`src/rtl/id_ex_stage_if.sv`:
```
`default_nettype none
// ============================================================================
//  Module      : id_ex_stage_if
//  Description : Decode-to-execute bus. It carries the decode handshake, the
//                MEM/WB forwarding sources, the ALU operand outputs and the
//                downstream handshake.
//  Revision    : 1.0  initial release
// ============================================================================
interface id_ex_stage_if #(
    parameter int XLEN = 32
);
    // decode side
    logic            in_valid;
    logic            in_ready;
    logic [XLEN-1:0] in_pc;
    logic [XLEN-1:0] in_imm;
    logic [4:0]      in_rs1_addr;
    logic [4:0]      in_rs2_addr;
    logic [4:0]      in_rd_addr;
    logic [XLEN-1:0] in_rs1_data;
    logic [XLEN-1:0] in_rs2_data;
    logic [3:0]      in_alu_op;
    logic            in_a_sel;
    logic            in_b_sel;
    logic            in_reg_write;
    logic            flush;
    // forwarding sources
    logic            mem_reg_write;
    logic [4:0]      mem_rd_addr;
    logic [XLEN-1:0] mem_result;
    logic            wb_reg_write;
    logic [4:0]      wb_rd_addr;
    logic [XLEN-1:0] wb_result;
    // execute side
    logic            out_valid;
    logic            out_ready;
    logic [3:0]      alu_op;
    logic [XLEN-1:0] alu_a;
    logic [XLEN-1:0] alu_b;
    logic [XLEN-1:0] out_pc;
    logic [4:0]      out_rd_addr;
    logic            out_reg_write;
    logic [XLEN-1:0] out_rs2_fwd;

    // The stage itself
    modport slave (
        input  in_valid, in_pc, in_imm, in_rs1_addr, in_rs2_addr, in_rd_addr,
               in_rs1_data, in_rs2_data, in_alu_op, in_a_sel, in_b_sel,
               in_reg_write, flush, mem_reg_write, mem_rd_addr, mem_result,
               wb_reg_write, wb_rd_addr, wb_result, out_ready,
        output in_ready, out_valid, alu_op, alu_a, alu_b, out_pc, out_rd_addr,
               out_reg_write, out_rs2_fwd
    );

    // The surrounding pipeline driving the stage
    modport master (
        output in_valid, in_pc, in_imm, in_rs1_addr, in_rs2_addr, in_rd_addr,
               in_rs1_data, in_rs2_data, in_alu_op, in_a_sel, in_b_sel,
               in_reg_write, flush, mem_reg_write, mem_rd_addr, mem_result,
               wb_reg_write, wb_rd_addr, wb_result, out_ready,
        input  in_ready, out_valid, alu_op, alu_a, alu_b, out_pc, out_rd_addr,
               out_reg_write, out_rs2_fwd
    );
endinterface
`default_nettype wire

```
`src/rtl/id_ex_stage.sv`:
```
`default_nettype none
// ============================================================================
//  Module      : id_ex_stage
//  Description : Single-slot ID/EX pipeline register with MEM/WB operand
//                forwarding and stall-safe refresh of held register data.
//  Revision    : 1.0  initial release
// ============================================================================
module id_ex_stage #(
    parameter int XLEN = 32
) (
    input  logic          clk,
    input  logic          rst,
    id_ex_stage_if.slave  bus
);
    localparam logic [3:0] C_OP_PASS = 4'hF;

    logic            r_valid;
    logic [3:0]      r_op;
    logic [XLEN-1:0] r_pc;
    logic [XLEN-1:0] r_imm;
    logic [4:0]      r_rd;
    logic            r_a_sel;
    logic            r_b_sel;
    logic            r_reg_write;

    logic            w_in_ready;
    logic            w_capture;
    logic [4:0]      w_in_addr [2];
    logic [XLEN-1:0] w_in_data [2];
    logic [XLEN-1:0] w_fwd     [2];

    // Ready depends only on slot occupancy and downstream, never on flush
    assign w_in_ready = !r_valid || bus.out_ready;
    assign w_capture  = bus.in_valid && w_in_ready && !bus.flush;

    assign w_in_addr[0] = bus.in_rs1_addr;
    assign w_in_addr[1] = bus.in_rs2_addr;
    assign w_in_data[0] = bus.in_rs1_data;
    assign w_in_data[1] = bus.in_rs2_data;

    // Control slot: valid flag plus carried fields
    always_ff @(posedge clk) begin
        if (rst) begin
            r_valid     <= 1'b0;
            r_op        <= C_OP_PASS;
            r_pc        <= '0;
            r_imm       <= '0;
            r_rd        <= '0;
            r_a_sel     <= 1'b0;
            r_b_sel     <= 1'b0;
            r_reg_write <= 1'b0;
        end else if (bus.flush) begin
            r_valid <= 1'b0;
        end else if (w_capture) begin
            r_valid     <= 1'b1;
            r_op        <= bus.in_alu_op;
            r_pc        <= bus.in_pc;
            r_imm       <= bus.in_imm;
            r_rd        <= bus.in_rd_addr;
            r_a_sel     <= bus.in_a_sel;
            r_b_sel     <= bus.in_b_sel;
            r_reg_write <= bus.in_reg_write;
        end else if (r_valid && bus.out_ready) begin
            r_valid <= 1'b0;
        end
    end

    // One forwarding/refresh unit per source operand (0 = rs1, 1 = rs2)
    for (genvar gi = 0; gi < 2; gi++) begin : g_rs
        logic [4:0]      r_addr;
        logic [XLEN-1:0] r_data;
        logic            w_wb_in_hit;
        logic            w_wb_held_hit;
        logic            w_mem_held_hit;

        assign w_wb_in_hit    = bus.wb_reg_write && (bus.wb_rd_addr == w_in_addr[gi])
                                && (w_in_addr[gi] != 5'd0);
        assign w_wb_held_hit  = bus.wb_reg_write && (bus.wb_rd_addr == r_addr)
                                && (r_addr != 5'd0);
        assign w_mem_held_hit = bus.mem_reg_write && (bus.mem_rd_addr == r_addr)
                                && (r_addr != 5'd0);

        // Capture with WB write-through, else refresh a stalled operand from WB
        always_ff @(posedge clk) begin
            if (rst) begin
                r_addr <= '0;
                r_data <= '0;
            end else if (w_capture) begin
                r_addr <= w_in_addr[gi];
                r_data <= w_wb_in_hit ? bus.wb_result : w_in_data[gi];
            end else if (r_valid && w_wb_held_hit) begin
                r_data <= bus.wb_result;
            end
        end

        // MEM is younger than WB, so it wins
        assign w_fwd[gi] = w_mem_held_hit ? bus.mem_result :
                           w_wb_held_hit  ? bus.wb_result  : r_data;
    end

    assign bus.in_ready      = w_in_ready;
    assign bus.out_valid     = r_valid;
    assign bus.alu_op        = r_valid ? r_op : C_OP_PASS;
    assign bus.alu_a         = r_a_sel ? r_pc  : w_fwd[0];
    assign bus.alu_b         = r_b_sel ? r_imm : w_fwd[1];
    assign bus.out_rs2_fwd   = w_fwd[1];
    assign bus.out_pc        = r_pc;
    assign bus.out_rd_addr   = r_rd;
    assign bus.out_reg_write = r_reg_write && r_valid && (r_rd != 5'd0);
endmodule
`default_nettype wire

```
`src/flat_wrapper.sv`:
```
// flat-port wrapper written by rule: the top's interface ports become plain ports
module id_ex_stage_flat 
#(
    parameter int XLEN = 32
)
  (clk, rst, bus_in_valid, bus_in_pc, bus_in_imm, bus_in_rs1_addr, bus_in_rs2_addr, bus_in_rd_addr, bus_in_rs1_data, bus_in_rs2_data, bus_in_alu_op, bus_in_a_sel, bus_in_b_sel, bus_in_reg_write, bus_flush, bus_mem_reg_write, bus_mem_rd_addr, bus_mem_result, bus_wb_reg_write, bus_wb_rd_addr, bus_wb_result, bus_out_ready, bus_in_ready, bus_out_valid, bus_alu_op, bus_alu_a, bus_alu_b, bus_out_pc, bus_out_rd_addr, bus_out_reg_write, bus_out_rs2_fwd);
  id_ex_stage_if #(.XLEN(XLEN)) bus_i ();
  input  logic clk;
  input  logic rst;
  input wire logic [$bits(bus_i.in_valid)-1:0] bus_in_valid;
  input wire logic [$bits(bus_i.in_pc)-1:0] bus_in_pc;
  input wire logic [$bits(bus_i.in_imm)-1:0] bus_in_imm;
  input wire logic [$bits(bus_i.in_rs1_addr)-1:0] bus_in_rs1_addr;
  input wire logic [$bits(bus_i.in_rs2_addr)-1:0] bus_in_rs2_addr;
  input wire logic [$bits(bus_i.in_rd_addr)-1:0] bus_in_rd_addr;
  input wire logic [$bits(bus_i.in_rs1_data)-1:0] bus_in_rs1_data;
  input wire logic [$bits(bus_i.in_rs2_data)-1:0] bus_in_rs2_data;
  input wire logic [$bits(bus_i.in_alu_op)-1:0] bus_in_alu_op;
  input wire logic [$bits(bus_i.in_a_sel)-1:0] bus_in_a_sel;
  input wire logic [$bits(bus_i.in_b_sel)-1:0] bus_in_b_sel;
  input wire logic [$bits(bus_i.in_reg_write)-1:0] bus_in_reg_write;
  input wire logic [$bits(bus_i.flush)-1:0] bus_flush;
  input wire logic [$bits(bus_i.mem_reg_write)-1:0] bus_mem_reg_write;
  input wire logic [$bits(bus_i.mem_rd_addr)-1:0] bus_mem_rd_addr;
  input wire logic [$bits(bus_i.mem_result)-1:0] bus_mem_result;
  input wire logic [$bits(bus_i.wb_reg_write)-1:0] bus_wb_reg_write;
  input wire logic [$bits(bus_i.wb_rd_addr)-1:0] bus_wb_rd_addr;
  input wire logic [$bits(bus_i.wb_result)-1:0] bus_wb_result;
  input wire logic [$bits(bus_i.out_ready)-1:0] bus_out_ready;
  output wire logic [$bits(bus_i.in_ready)-1:0] bus_in_ready;
  output wire logic [$bits(bus_i.out_valid)-1:0] bus_out_valid;
  output wire logic [$bits(bus_i.alu_op)-1:0] bus_alu_op;
  output wire logic [$bits(bus_i.alu_a)-1:0] bus_alu_a;
  output wire logic [$bits(bus_i.alu_b)-1:0] bus_alu_b;
  output wire logic [$bits(bus_i.out_pc)-1:0] bus_out_pc;
  output wire logic [$bits(bus_i.out_rd_addr)-1:0] bus_out_rd_addr;
  output wire logic [$bits(bus_i.out_reg_write)-1:0] bus_out_reg_write;
  output wire logic [$bits(bus_i.out_rs2_fwd)-1:0] bus_out_rs2_fwd;
  assign bus_i.in_valid = bus_in_valid;
  assign bus_i.in_pc = bus_in_pc;
  assign bus_i.in_imm = bus_in_imm;
  assign bus_i.in_rs1_addr = bus_in_rs1_addr;
  assign bus_i.in_rs2_addr = bus_in_rs2_addr;
  assign bus_i.in_rd_addr = bus_in_rd_addr;
  assign bus_i.in_rs1_data = bus_in_rs1_data;
  assign bus_i.in_rs2_data = bus_in_rs2_data;
  assign bus_i.in_alu_op = bus_in_alu_op;
  assign bus_i.in_a_sel = bus_in_a_sel;
  assign bus_i.in_b_sel = bus_in_b_sel;
  assign bus_i.in_reg_write = bus_in_reg_write;
  assign bus_i.flush = bus_flush;
  assign bus_i.mem_reg_write = bus_mem_reg_write;
  assign bus_i.mem_rd_addr = bus_mem_rd_addr;
  assign bus_i.mem_result = bus_mem_result;
  assign bus_i.wb_reg_write = bus_wb_reg_write;
  assign bus_i.wb_rd_addr = bus_wb_rd_addr;
  assign bus_i.wb_result = bus_wb_result;
  assign bus_i.out_ready = bus_out_ready;
  assign bus_in_ready = bus_i.in_ready;
  assign bus_out_valid = bus_i.out_valid;
  assign bus_alu_op = bus_i.alu_op;
  assign bus_alu_a = bus_i.alu_a;
  assign bus_alu_b = bus_i.alu_b;
  assign bus_out_pc = bus_i.out_pc;
  assign bus_out_rd_addr = bus_i.out_rd_addr;
  assign bus_out_reg_write = bus_i.out_reg_write;
  assign bus_out_rs2_fwd = bus_i.out_rs2_fwd;
  id_ex_stage #(.XLEN(XLEN)) u_core (.clk(clk), .rst(rst), .bus(bus_i));
endmodule
```
`config.mk`:
```
export PLATFORM = sky130hd
export DESIGN_NAME = id_ex_stage_flat
export DESIGN_NICKNAME = d
export VERILOG_FILES = /design/src/rtl/id_ex_stage_if.sv /design/src/rtl/id_ex_stage.sv /design/src/flat_wrapper.sv
export SDC_FILE = /design/constraint.sdc
export NUM_CORES = 1
export LEC_CHECK = 0
export BUFFER_PORTS_ARGS = -buffer_cell sky130_fd_sc_hd__clkbuf_2
export CAP_MARGIN = 0
export CORE_AREA = 2 2 144 146
export CTS_CLUSTER_SIZE = 30
export DETAILED_ROUTE_END_ITERATION = 6
export DIE_AREA = 0 0 146 148
export HOLD_SLACK_MARGIN = 0.12
export PLACE_DENSITY_LB_ADDON = 0.08
export SLEW_MARGIN = 20
export SYNTH_ARGS = -nofsm -noshare
export SYNTH_HDL_FRONTEND = slang
export SYNTH_SLANG_ARGS = --single-unit
```
`constraint.sdc`:
```
create_clock -name clk -period 4.28 [get_ports clk]
set_input_delay 0.214 -clock clk [delete_from_list [all_inputs] [get_ports clk]]
set_output_delay 0.214 -clock clk [all_outputs]
set_load 0.005 [all_outputs]
```
Yosys cells after proc, flatten, opt, wreduce, memory -nomap -nowiden
Cells that the tools add are included.

storage, ports and cells
  flip-flop bits (word level) = 151
  bits in read-only memories = 0
  input bits = 231
  word-level logic and storage cells = 66
  bits in latches = 0
  output and inout port bits = 140
  memories = 0
  RAM bits = 0

operators by class
  mux-type cells = 15
  bitwise logic cells = 1
  divide/modulo/power cells = 0
  shift operators = 0
  reduce and logical (&&, ||, !) cells = 32
  equal/unequal tests = 6
  $add $sub $neg = 0
  multipliers = 0
  $lt $le $gt $ge = 0

operators by type and width
  kind                 number
  2-to-1 mux 32 bit    12
  == test 5 bit        6
  nonzero test 5 bit   5
  logical AND 1 bit    19
  nonzero test 2 bit   3
  2-to-1 mux 4 bit     1
  logical NOT 1 bit    2
  2-to-1 mux 1 bit     2
  AND reduction 2 bit  1
  OR reduction 2 bit   1
  logical OR 1 bit     1
  inverter 1 bit       1

Longest topological paths before layout
Gate-level depths: netlist of the first run.

  word-level depth = 6
  gate-level depth with buffers = 8
  depth with buffers taken out = 5

Worst setup path after synthesis of the first run
Ideal clock, no wire load.

  path kind = reg-to-output
  start = register u_core.g_rs[0].r_addr[0]
  end = output bus_alu_a[11]
  data arrival time = 1.860 ns
  setup slack = 2.206 ns
  stages on the path, launching flop included = 8
  buffers on the path = 2
  required time = 4.066 ns
  cell sequence = dfxtp_1 or4_4 o211ai_4 or2_1 buf_4 buf_6 a211oi_1 o31ai_1

between the ends
  word-level cells in the longest chain between the ends = 6
  elaborated cells between the ends (all ways) = 10
  classes of those cells = eq/ne (2); mux (3); reduce/logical (5)

RTL lines
  what                    line                RTL
  from (decl)             id_ex_stage.sv:70   logic [4:0] r_addr;
  from (signal assigned)  id_ex_stage.sv:89   r_addr <= w_in_addr[gi];
  == test 5 bit           id_ex_stage.sv:78   assign w_wb_held_hit = bus.wb_reg_write && (bus.wb_rd_addr == r_addr)
  logical AND 1 bit       id_ex_stage.sv:78
  logical AND 1 bit       id_ex_stage.sv:79   && (r_addr != 5'd0);
  2-to-1 mux 32 bit       id_ex_stage.sv:98   w_wb_held_hit ? bus.wb_result : r_data;
  2-to-1 mux 32 bit *     id_ex_stage.sv:97   assign w_fwd[gi] = w_mem_held_hit ? bus.mem_result :
  2-to-1 mux 32 bit *     id_ex_stage.sv:104  assign bus.alu_a = r_a_sel ? r_pc : w_fwd[0];
  to (decl)               flat_wrapper.sv:33  output wire logic [$bits(bus_i.alu_a)-1:0] bus_alu_a;

Every way passes the cells marked *; elsewhere a longest branch is shown, timed or not.

Final worst setup path of the first run
  start = register u_core.g_rs[0].r_addr[4]
  end = output bus_alu_a[3]

The elaborated chain is that of the path after synthesis.

==> results.txt, run 1 <==
The overall global routing resource usage is 0.328. The deepest level of the CTS H-tree is 4. After routing, the total negative slack on setup checks comes to 0 ns. The critical path is of the reg -> out type. The most instantiated flip-flop cell in the synthesis netlist is dfxtp_1. Setup violations remaining at the end of the flow were counted as 0.

The area of all placed cells without fillers came out at 12800 um2. The final layout net count is 1908. The clock network power share came out at 0.384. The count of instances resized after the clock tree is built came out at 0.

The highest cell delay on the worst timing path is 1.01 ns. The pin count of the biggest net entering global routing came out at 97. The width of the chip came out at 146 um. A synthesized cell averages 7.11 um2.

Yosys mapped a number of flops with a built-in enable equal to 0. The worst clock skew is 0.00802 ns. The number of violations reported at the end of detailed-routing iteration 0 came out at 779. Row generation in the floorplan step produced 52 rows. The die footprint came out at 21600 um2.

CTS placed an instance of clkbuf_16 at the clock tree root. The design internal power came out at 2.79 mW. The number of slew-limit violations in the final report came to 0. The minimum period implied by the final worst setup slack is 3.51 ns. Summing all placed instances gives a cell area of 10700 um2. The first-pass GRT wire length is 56400 um. The maximum buffer depth of the clock tree is 2. The later-pin clock latency in the skew report came out at 0.42 ns. The weighted congestion at the end of routability-driven global placement came out at 0.908. The antenna diode count is 0.

The number of post-CTS setup repair buffers came out at 0. The transition at the pin with the smallest max-transition slack is 1.11 ns. The total overflow left after global routing is 0. Of the total power, registers draw 0.391.

The compound-gate portion of the synthesized area is 0.263. The count of filler cells inserted in the layout is 1859. The critical path goes through xnor2_1 -> nand4_1 -> nor2_1 -> a211oi_1 -> o31ai_1 -> clkbuf_2. The number of flip-flops and latches in the synthesized netlist is 151. Across the VDD grid, the largest voltage drop is 276 uV.

The power per standard cell area is 309 nW/um2. The flow ran to the end, and the final reports show no timing, DRC or antenna violations. For this run, the number of standard cells in the final layout without fillers is 1960.

The total half-perimeter wirelength after legalization and detailed placement is 24000 um. In this run, distinct cell masters in the synthesized netlist total 40. Yosys printed 0 warnings. The number of nets in the synthesized netlist is 1470. Of the total power, the share spent switching nets is 0.293. Setup repair after global routing left no endpoint under its margin.

The fraction of the mapped netlist area in adder cells is 0. The count of endpoints failing hold in the final timing report is 0. The path type of the worst min-delay path is in -> reg. The xor-xnor portion of the synthesized cell area is 0.0269. After synthesis, the largest family of logic cells by area is compound AO/OA/AOI/OAI gates. The worst setup path is launched from a flip-flop.

The type of element capturing the critical path is an output port. The leakage power came out at 5.55 nW. The summed instance area of the synthesized netlist is 8810 um2. The combined buffer and inverter count along the critical path is 1. The via count of the first global-routing pass is 10500. The arrival time of the worst setup path is 3.30 ns.

The multiplexer share of the synthesized area is 0.0409. During placement, the flow inserted port buffers numbering 370. The final wirelength came out at 36600 um. The clock transition at the registers of the reported paths is 0.06 ns. After detailed routing, the number of remaining DRC violations is 0. The residual antenna-violating net count after detailed routing came out at 0. The growth of design area from synthesis to finish came out at 45.3%.

For this block, the via count after detailed routing is 10800. The routed wirelength normalized by instance count came out at 18.7 um. In this run the standard cell core region covers 20000 um2.

Summed over all nets, the switching power comes to 1.16 mW. The highest clock frequency the design can meet came out at 285 MHz. Of the total synthesized cell area, the portion taken by AND, OR, NAND and NOR gates is 0.254. For the worst setup path, the data required time is 4.07 ns. TritonCTS built the clock tree. The number of antenna violations at the first check in global routing is 0. The fraction of registers with async set or reset after synthesis is 0. The initial core utilization is 0.439. The max-capacitance violation count came out at 0. The number of placed cells counting well taps is 1775. The height of the chip is 148 um.

The CTS buffer count is 17. The number of sinks on the clock net is 151. The share of synthesized area occupied by flip-flops and latches came out at 0.343. The number of standard cells after synthesis is 1239. The detailed-routing iteration count for the pre-antenna-repair pass is 7. In this design, the largest share of critical-path delay is due to simple AND/OR/NAND/NOR gates.

Of the available clock period, the critical path in the final layout requires 0.820. The ratio of routed vias to standard cells came out at 5.51. In the final layout, the share of cells above drive strength 1 is 0.256.

The worst pin sits at a relative slew slack of 0.262. The combinational cell fraction of total power is 0.225. The slowest stage of the critical path belongs to the cell nor2_1. The top-level I/O count is 371. The critical-path maximum fanout came out at 12.
-- cell usage in the layout, fill, tap and decap left out, types with 2 or more instances in the layout --
master / count
clkbuf_2: 369
xor2_1: 9
a22o_1: 25
dfxtp_2: 2
a311oi_1: 32
nor3_1: 37
o31ai_4: 2
mux2i_1: 36
a31oi_1: 56
a21oi_1: 87
o31ai_1: 35
clkinvlp_4: 5
dlygate4sd3_1: 153
clkinv_4: 2
inv_1: 38
o211ai_1: 25
or2_2: 4
a211oi_1: 40
clkbuf_16: 17
nand3b_1: 4
o211ai_4: 2
nand3_1: 33
nor4_1: 3
dfxtp_1: 149
nand2b_1: 34
a221oi_1: 4
bufinv_16: 2
o21ai_0: 27
nand2_1: 270
xnor2_1: 18
nand4_1: 3
clkinv_2: 2
clkbuf_8: 2
buf_4: 15
nor2_1: 131
clkbuf_1: 2
-- worst register-to-register path: cells and delay by family, from the launching register on --
family | cells | cell delay [ns]
buffers and inverters | 2 | 1.52
AOI/OAI and AO/OA | 1 | 0.32
and+or+nand+nor | 3 | 0.93
DFF | 1 | 0.46
-- routing by layer --
layer  GRT usage  wire (um)
met1       0.414      15000
met2       0.560      17800
met3      0.0586       2810
met4       0.130       1030
met5           0          0
-- cells by family after synthesis --
| kind of cell | count (synthesis) |
|---|---|
| multiplexers | 36 |
| XOR/XNOR | 27 |
| AO/OA/AOI/OAI | 338 |
| buffers and inverters | 156 |
| flip-flops | 151 |
| AND/OR/NAND/NOR | 531 |
-- worst paths after layout --
check | to | slack (ns) | depth (start not counted) | from
worst max-delay path | bus_alu_a[3] | 0.77 | 6 | u_core.g_rs[0].r_addr[4]
worst min-delay path | u_core.g_rs[0].r_data[15] | 0.13 | 3 | bus_in_rs1_data[15]
worst max register to register | u_core.g_rs[1].r_data[26] | 0.99 | 6 | u_core.bus.out_valid
worst min register to register | u_core.r_imm[21] | 0.45 | 2 | u_core.r_imm[21]
-- registers in the layout, summed over array words and instances (netlist names), 4 cells and up --
| signal | count |
|---|---|
| u_core.r_op | 4 |
| u_core.bus.out_rd_addr | 5 |
| u_core.r_imm | 32 |
| u_core.g_rs.r_addr | 10 |
| u_core.bus.out_pc | 32 |
| u_core.g_rs.r_data | 64 |
-- synthesized netlist by cell type, types with 36 or more instances --
cell,number,share of area
a211oi_1,40,0.034
a21oi_1,87,0.049
a31oi_1,56,0.040
clkbuf_1,87,0.037
dfxtp_1,151,0.34
inv_1,38,0.016
mux2i_1,36,0.041
nand2_1,271,0.12
nor2_1,131,0.056
nor3_1,37,0.021
o31ai_1,36,0.031
-- cell type report --
type,count,area [um2],area share
clock buffer,21,460,0.0360
multi-input combinational,932,5210,0.407
tap,270,338,0.0264
sequential,151,3030,0.237
clock inverter,11,125,0.00978
timing repair buffer,537,3490,0.273
inverter,38,143,0.0112
-- what timing repair did --
item,CTS,global route
endpoints found under the setup margin,0,0
hold buffers,153,0
endpoints found under the hold margin,123,0
-- power by group through the flow --
stage	Sequential, mW	Clock (mW)	Combinational (mW)
after global routing	1.55	1.59	0.964
after global placement	1.57	0	0.754
after CTS	1.54	1.53	0.876
after detailed placement	1.57	0	0.758
final	1.54	1.52	0.888
after floorplan	1.56	0	0.409
-- through the flow --
step | setup WS, ns | power [mW] | utilization | hold WS, ns
2_1_floorplan | 2.21 | 1.96 | - | 0.287
3_3_place_gp | 1.28 | 2.32 | 0.532 | 0.395
3_5_place_dp | 1.25 | 2.33 | 0.532 | 0.401
4_1_cts | 0.795 | 3.95 | 0.638 | 0.120
5_1_grt | 0.604 | 4.11 | 0.638 | 0.125
6_report | 0.769 | 3.95 | 0.638 | 0.135
Note: power is estimated with default switching activity, not from simulation.
==> run 2, diff against run 1 <==
- ABC_AREA: default -> 1
- CORE_AREA: 2 2 144 146 -> default
- CORE_UTILIZATION: default -> 46
- DIE_AREA: 0 0 146 148 -> default
- clock period: 4.28 -> 3.2 ns (I/O delays scaled with it)
==> run 2 against run 1 <==
Effect of this change: sequential power grew 37%; synthesized cell count grew 35%; area after synthesis up 12%; sequential cell count did not move; first-iteration DRC count is 110% higher; sequential share of layout area down 1.7 points; die area increased by 1.6%; worst setup slack lost 0.39 ns; clock power up 36%; non-clock buffer count increased by 8; clock skew up 0.0022 ns; register-to-register slack got worse by 0.61 ns.
==> results.txt, run 2 <==
The die footprint came out at 21900 um2 (was 21600 um2). The combinational cell fraction of total power is 0.258 (was 0.225). The origin of the critical flop-to-flop path was u_core.bus.out_valid (unchanged).

The final critical-path setup slack was 0.381 ns (was 0.769 ns). The power per standard cell area is 408 nW/um2 (was 309 nW/um2). Critical-path cell list: inv_2 -> nor2_1 -> nor3_4 -> inv_4 -> nand2_1 -> buf_4 -> nand2_1 -> nor2_1 -> dlygate4sd3_1 -> nor2_1 (was xnor2_1 -> nand4_1 -> nor2_1 -> a211oi_1 -> o31ai_1 -> clkbuf_2). The type of element capturing the critical path is a flip-flop (was output port).

The area taken by flip-flops and latches came out at 3020 um2 (was 3030 um2). The number of warnings reported in the yosys synthesis log is 0 (unchanged). Setup repair after global routing missed its margin: no (unchanged). The maximum buffer depth of the clock tree is 2 (unchanged). The clock transition at the registers of the reported paths came out at 0.07 ns (was 0.06 ns). The count of buffers inserted at the top-level ports was 370 (unchanged). The number of flip-flops and latches in the synthesized netlist was 151 (unchanged). In the finished design, the share of the clock period the worst path needs comes to 0.881. The deepest level of the CTS H-tree came out at 4 (unchanged). The required time at the endpoint of the critical path came out at 3.57 ns (was 4.07 ns). The number of different library cells in the post-synthesis netlist came out at 28 (was 40). The ratio of routed vias to standard cells is 5.50 (was 5.51). Most frequent cells in the layout: 421 x nand2_1, 370 x clkbuf_2, 299 x nand3_1 (was 369 x clkbuf_2, 270 x nand2_1, 153 x dlygate4sd3_1).

The arrival time of the worst setup path came out at 3.19 ns (was 3.30 ns). The number of standard cells after synthesis came out at 1668 (was 1239). The switching share of power came out at 0.332 (was 0.293). The tightest slew margin relative to the limit is 0.306 (was 0.262). The final wirelength is 45500 um (was 36600 um). The worst clock skew is 0.0102 ns (was 0.00802 ns). The depth of the most critical reg-to-reg path came out at 10 (was 6). The number of nets produced by synthesis was 1899 (was 1470). The maximum vdd ir drop came to 340 uV (was 276 uV). The count of endpoints failing hold in the final timing report is 0 (unchanged).

The most common cell after layout, fill and taps aside was nand2_1 (was clkbuf_2). The number of standard cells in the final layout excluding fillers came out at 2393 (was 1960). The number of sinks on the clock net came to 151 (unchanged). The design internal power came to 3.76 mW (was 2.79 mW). The summed instance area of the synthesized netlist was 9830 um2 (was 8810 um2). The growth of design area from synthesis to finish is 40.3% (was 45.3%). The clock tree from TritonCTS is built (unchanged). The overall global routing resource usage is 0.405 (was 0.328). Top post-synthesis cells by area: dfxtp_1 31%, nand2_1 16%, nand3_1 15% (was dfxtp_1 34%, nand2_1 12%, nor2_1 5.6%). The most instantiated flip-flop cell in the synthesis netlist is dfxtp_1 (unchanged).

The area of the core is 21000 um2 (was 20000 um2). The highest cell delay on the worst timing path is 0.57 ns (was 1.01 ns). The routed wirelength normalized by instance count came out at 19.0 um (was 18.7 um). The detailed-routing iteration count for the pre-antenna-repair pass came to 7 (unchanged).

The mean instance size in the synthesized netlist came out at 5.89 um2 (was 7.11 um2). The number of post-CTS setup repair buffers is 0 (unchanged). The most common cell in the synthesized netlist is nand2_1 (unchanged). The path type of the worst min-delay path is in -> reg (unchanged). The sum of negative setup slack is 0 ns (unchanged).

The count of instances resized after the clock tree is built came out at 0 (unchanged). The number of remaining DRC errors was 0 (unchanged). The standard-cell row count was 53 (was 52). The width of the chip came to 148 um (was 146 um). The later-pin clock latency in the skew report is 0.43 ns (was 0.42 ns). The via count of the first global-routing pass is 12000 (was 10500). The number of placed cells counting well taps is 2214 (was 1775).

The part of the total power dissipated in sequential elements is 0.376 (was 0.391). The final count of negative-setup-slack endpoints is 0 (unchanged). The reg-to-reg endpoint was u_core.g_rs[1].r_data[28] (was u_core.g_rs[1].r_data[26]). The cell with the biggest individual delay on the critical path is dfxtp_1 (was nor2_1). Top cells by count, synth: 422 x nand2_1, 299 x nand3_1, 280 x nor2_1 (was 271 x nand2_1, 151 x dfxtp_1, 131 x nor2_1).

The first-pass GRT wire length came out at 68200 um (was 56400 um). The transition at the pin with the smallest max-transition slack is 1.04 ns (was 1.11 ns). The total vias in the final route came to 13200 (was 10800). The dominant cell type by count on the critical path is nor2_1. The clock period could shrink to 2.82 ns. The net switching power came out at 1.87 mW (was 1.16 mW).

The height of the chip came out at 148 um (about the same). The total half-perimeter wirelength after legalization and detailed placement came out at 31400 um (was 24000 um). The pin count of the biggest net entering global routing is 221 (was 97).

The dominant cell type by area after synthesis is dfxtp_1 (unchanged). The critical path class was reg -> reg (was reg -> out). The count of filler cells inserted in the layout is 1997 (was 1859). The worst hold slack was 0.132 ns (was 0.135 ns). The residual antenna-violating net count after detailed routing was 0 (unchanged). The highest clock frequency the design can meet is 355 MHz. The leakage power is 7.18 nW (was 5.55 nW). The fraction of registers with async set or reset after synthesis is 0 (unchanged).

The startpoint type of the worst setup path is a flip-flop (unchanged). The library cell used as clock root buffer is clkbuf_16 (unchanged). The last element of the critical path is u_core.g_rs[1].r_data[28] (was bus_alu_a[3]). The weighted congestion at the end of routability-driven global placement came out at 1.05 (was 0.908). The start point of the critical path is u_core.bus.out_valid (was u_core.g_rs[0].r_addr[4]). The area used by multi-input combinational logic is 5880 um2 (was 5210 um2). The critical-path maximum fanout is 55 (was 12). The CTS buffer count came to 17 (unchanged). The antenna diode count is 0 (unchanged). The count of flip-flops with a built-in enable after synthesis came out at 0 (unchanged). Result of the run: finished clean (unchanged). The number of violations reported at the end of detailed-routing iteration 0 is 1660 (was 779). The top-level I/O count came out at 371 (unchanged). The final layout net count is 2336 (was 1908). The ratio of cells with drive above 1 in the final layout is 0.214 (was 0.256).

The number of slew-limit violations in the final report was 0 (unchanged). The overall overflow remaining after global route is 0 (unchanged). The number of antenna violations at the first check in global routing is 0 (unchanged). The share of synthesized area occupied by flip-flops and latches is 0.308 (was 0.343). The setup slack after placement is 0.905 ns (was 1.25 ns). The largest register by flop count was u_core.g_rs.r_data (unchanged). The worst reg-to-reg setup slack came out at 0.38 ns (was 0.99 ns). The max-capacitance violation count is 0 (unchanged). The initial core utilization is 0.469 (was 0.439). The clock network power share came out at 0.366 (was 0.384). The fraction of synthesized cell area taken by the top area cell type came out at 0.308 (was 0.343). The number of flip-flops under the largest register name is 64 (unchanged).
==> run 2: how the worst min path moves through the flow <==
stage | from | end | depth (start not counted)
final | bus_wb_result[27] | u_core.g_rs[0].r_data[27] | 5
after global routing | bus_in_rs1_data[1] | u_core.g_rs[0].r_data[1] | 5
after CTS | bus_wb_result[27] | u_core.g_rs[0].r_data[27] | 5
after detailed placement | bus_in_alu_op[2] | u_core.r_op[2] | 3
after global placement | bus_in_alu_op[2] | u_core.r_op[2] | 3
after floorplan | rst | u_core.bus.out_valid | 1
==> run 2: final cells by class <==
cell class,count,area share
tap,275,0.0250
clock inverter,12,0.00944
clock buffer,20,0.0331
sequential,151,0.219
timing repair buffer,545,0.259
multi-input combinational,1289,0.426
inverter,101,0.0279
==> run 2: per-layer routing <==
metal  routed length, um  vias up  GRT usage
li1                    -     6237          -
met1               18500     5973      0.543
met2               19900      841      0.607
met3                5560      106      0.122
met4                1620        0      0.154
met5                   0        -          0
==> run 2: logic make-up after synthesis <==
kind of cell / share of synthesized area
XOR/XNOR: 0.00624
flip-flops: 0.308
AND/OR/NAND/NOR: 0.507
AO/OA/AOI/OAI: 0.0837
buffers and inverters: 0.0956
==> run 2: stage by stage <==
stage               utilization  instance area [um2]  total power, mW
global placement          0.560                11700             3.40
global route              0.658                13800             5.84
finish                    0.658                13800             5.63
floorplan                     -                 9830             2.82
CTS                       0.658                13800             5.58
detailed placement        0.560                11700             3.41
==> run 2: worst max-delay path, delay by kind of cell, from the launching register on <==
family / cells / cell delay, ns
DFF: 1 / 0.57
buffers and inverters: 4 / 1.47
and+or+nand+nor: 6 / 0.66
==> run 2: power by group through the flow <==
stage,clock network [mW],registers [mW],logic (mW)
floorplan,0,2.11,0.705
detailed placement,0,2.14,1.26
CTS,2.07,2.11,1.41
global route,2.14,2.12,1.58
global placement,0,2.14,1.25
finish,2.06,2.11,1.45
==> run 2: timing repair <==
action	in CTS	in global routing
setup endpoints to repair	0	0
hold endpoints to repair	144	0
hold buffers	147	0
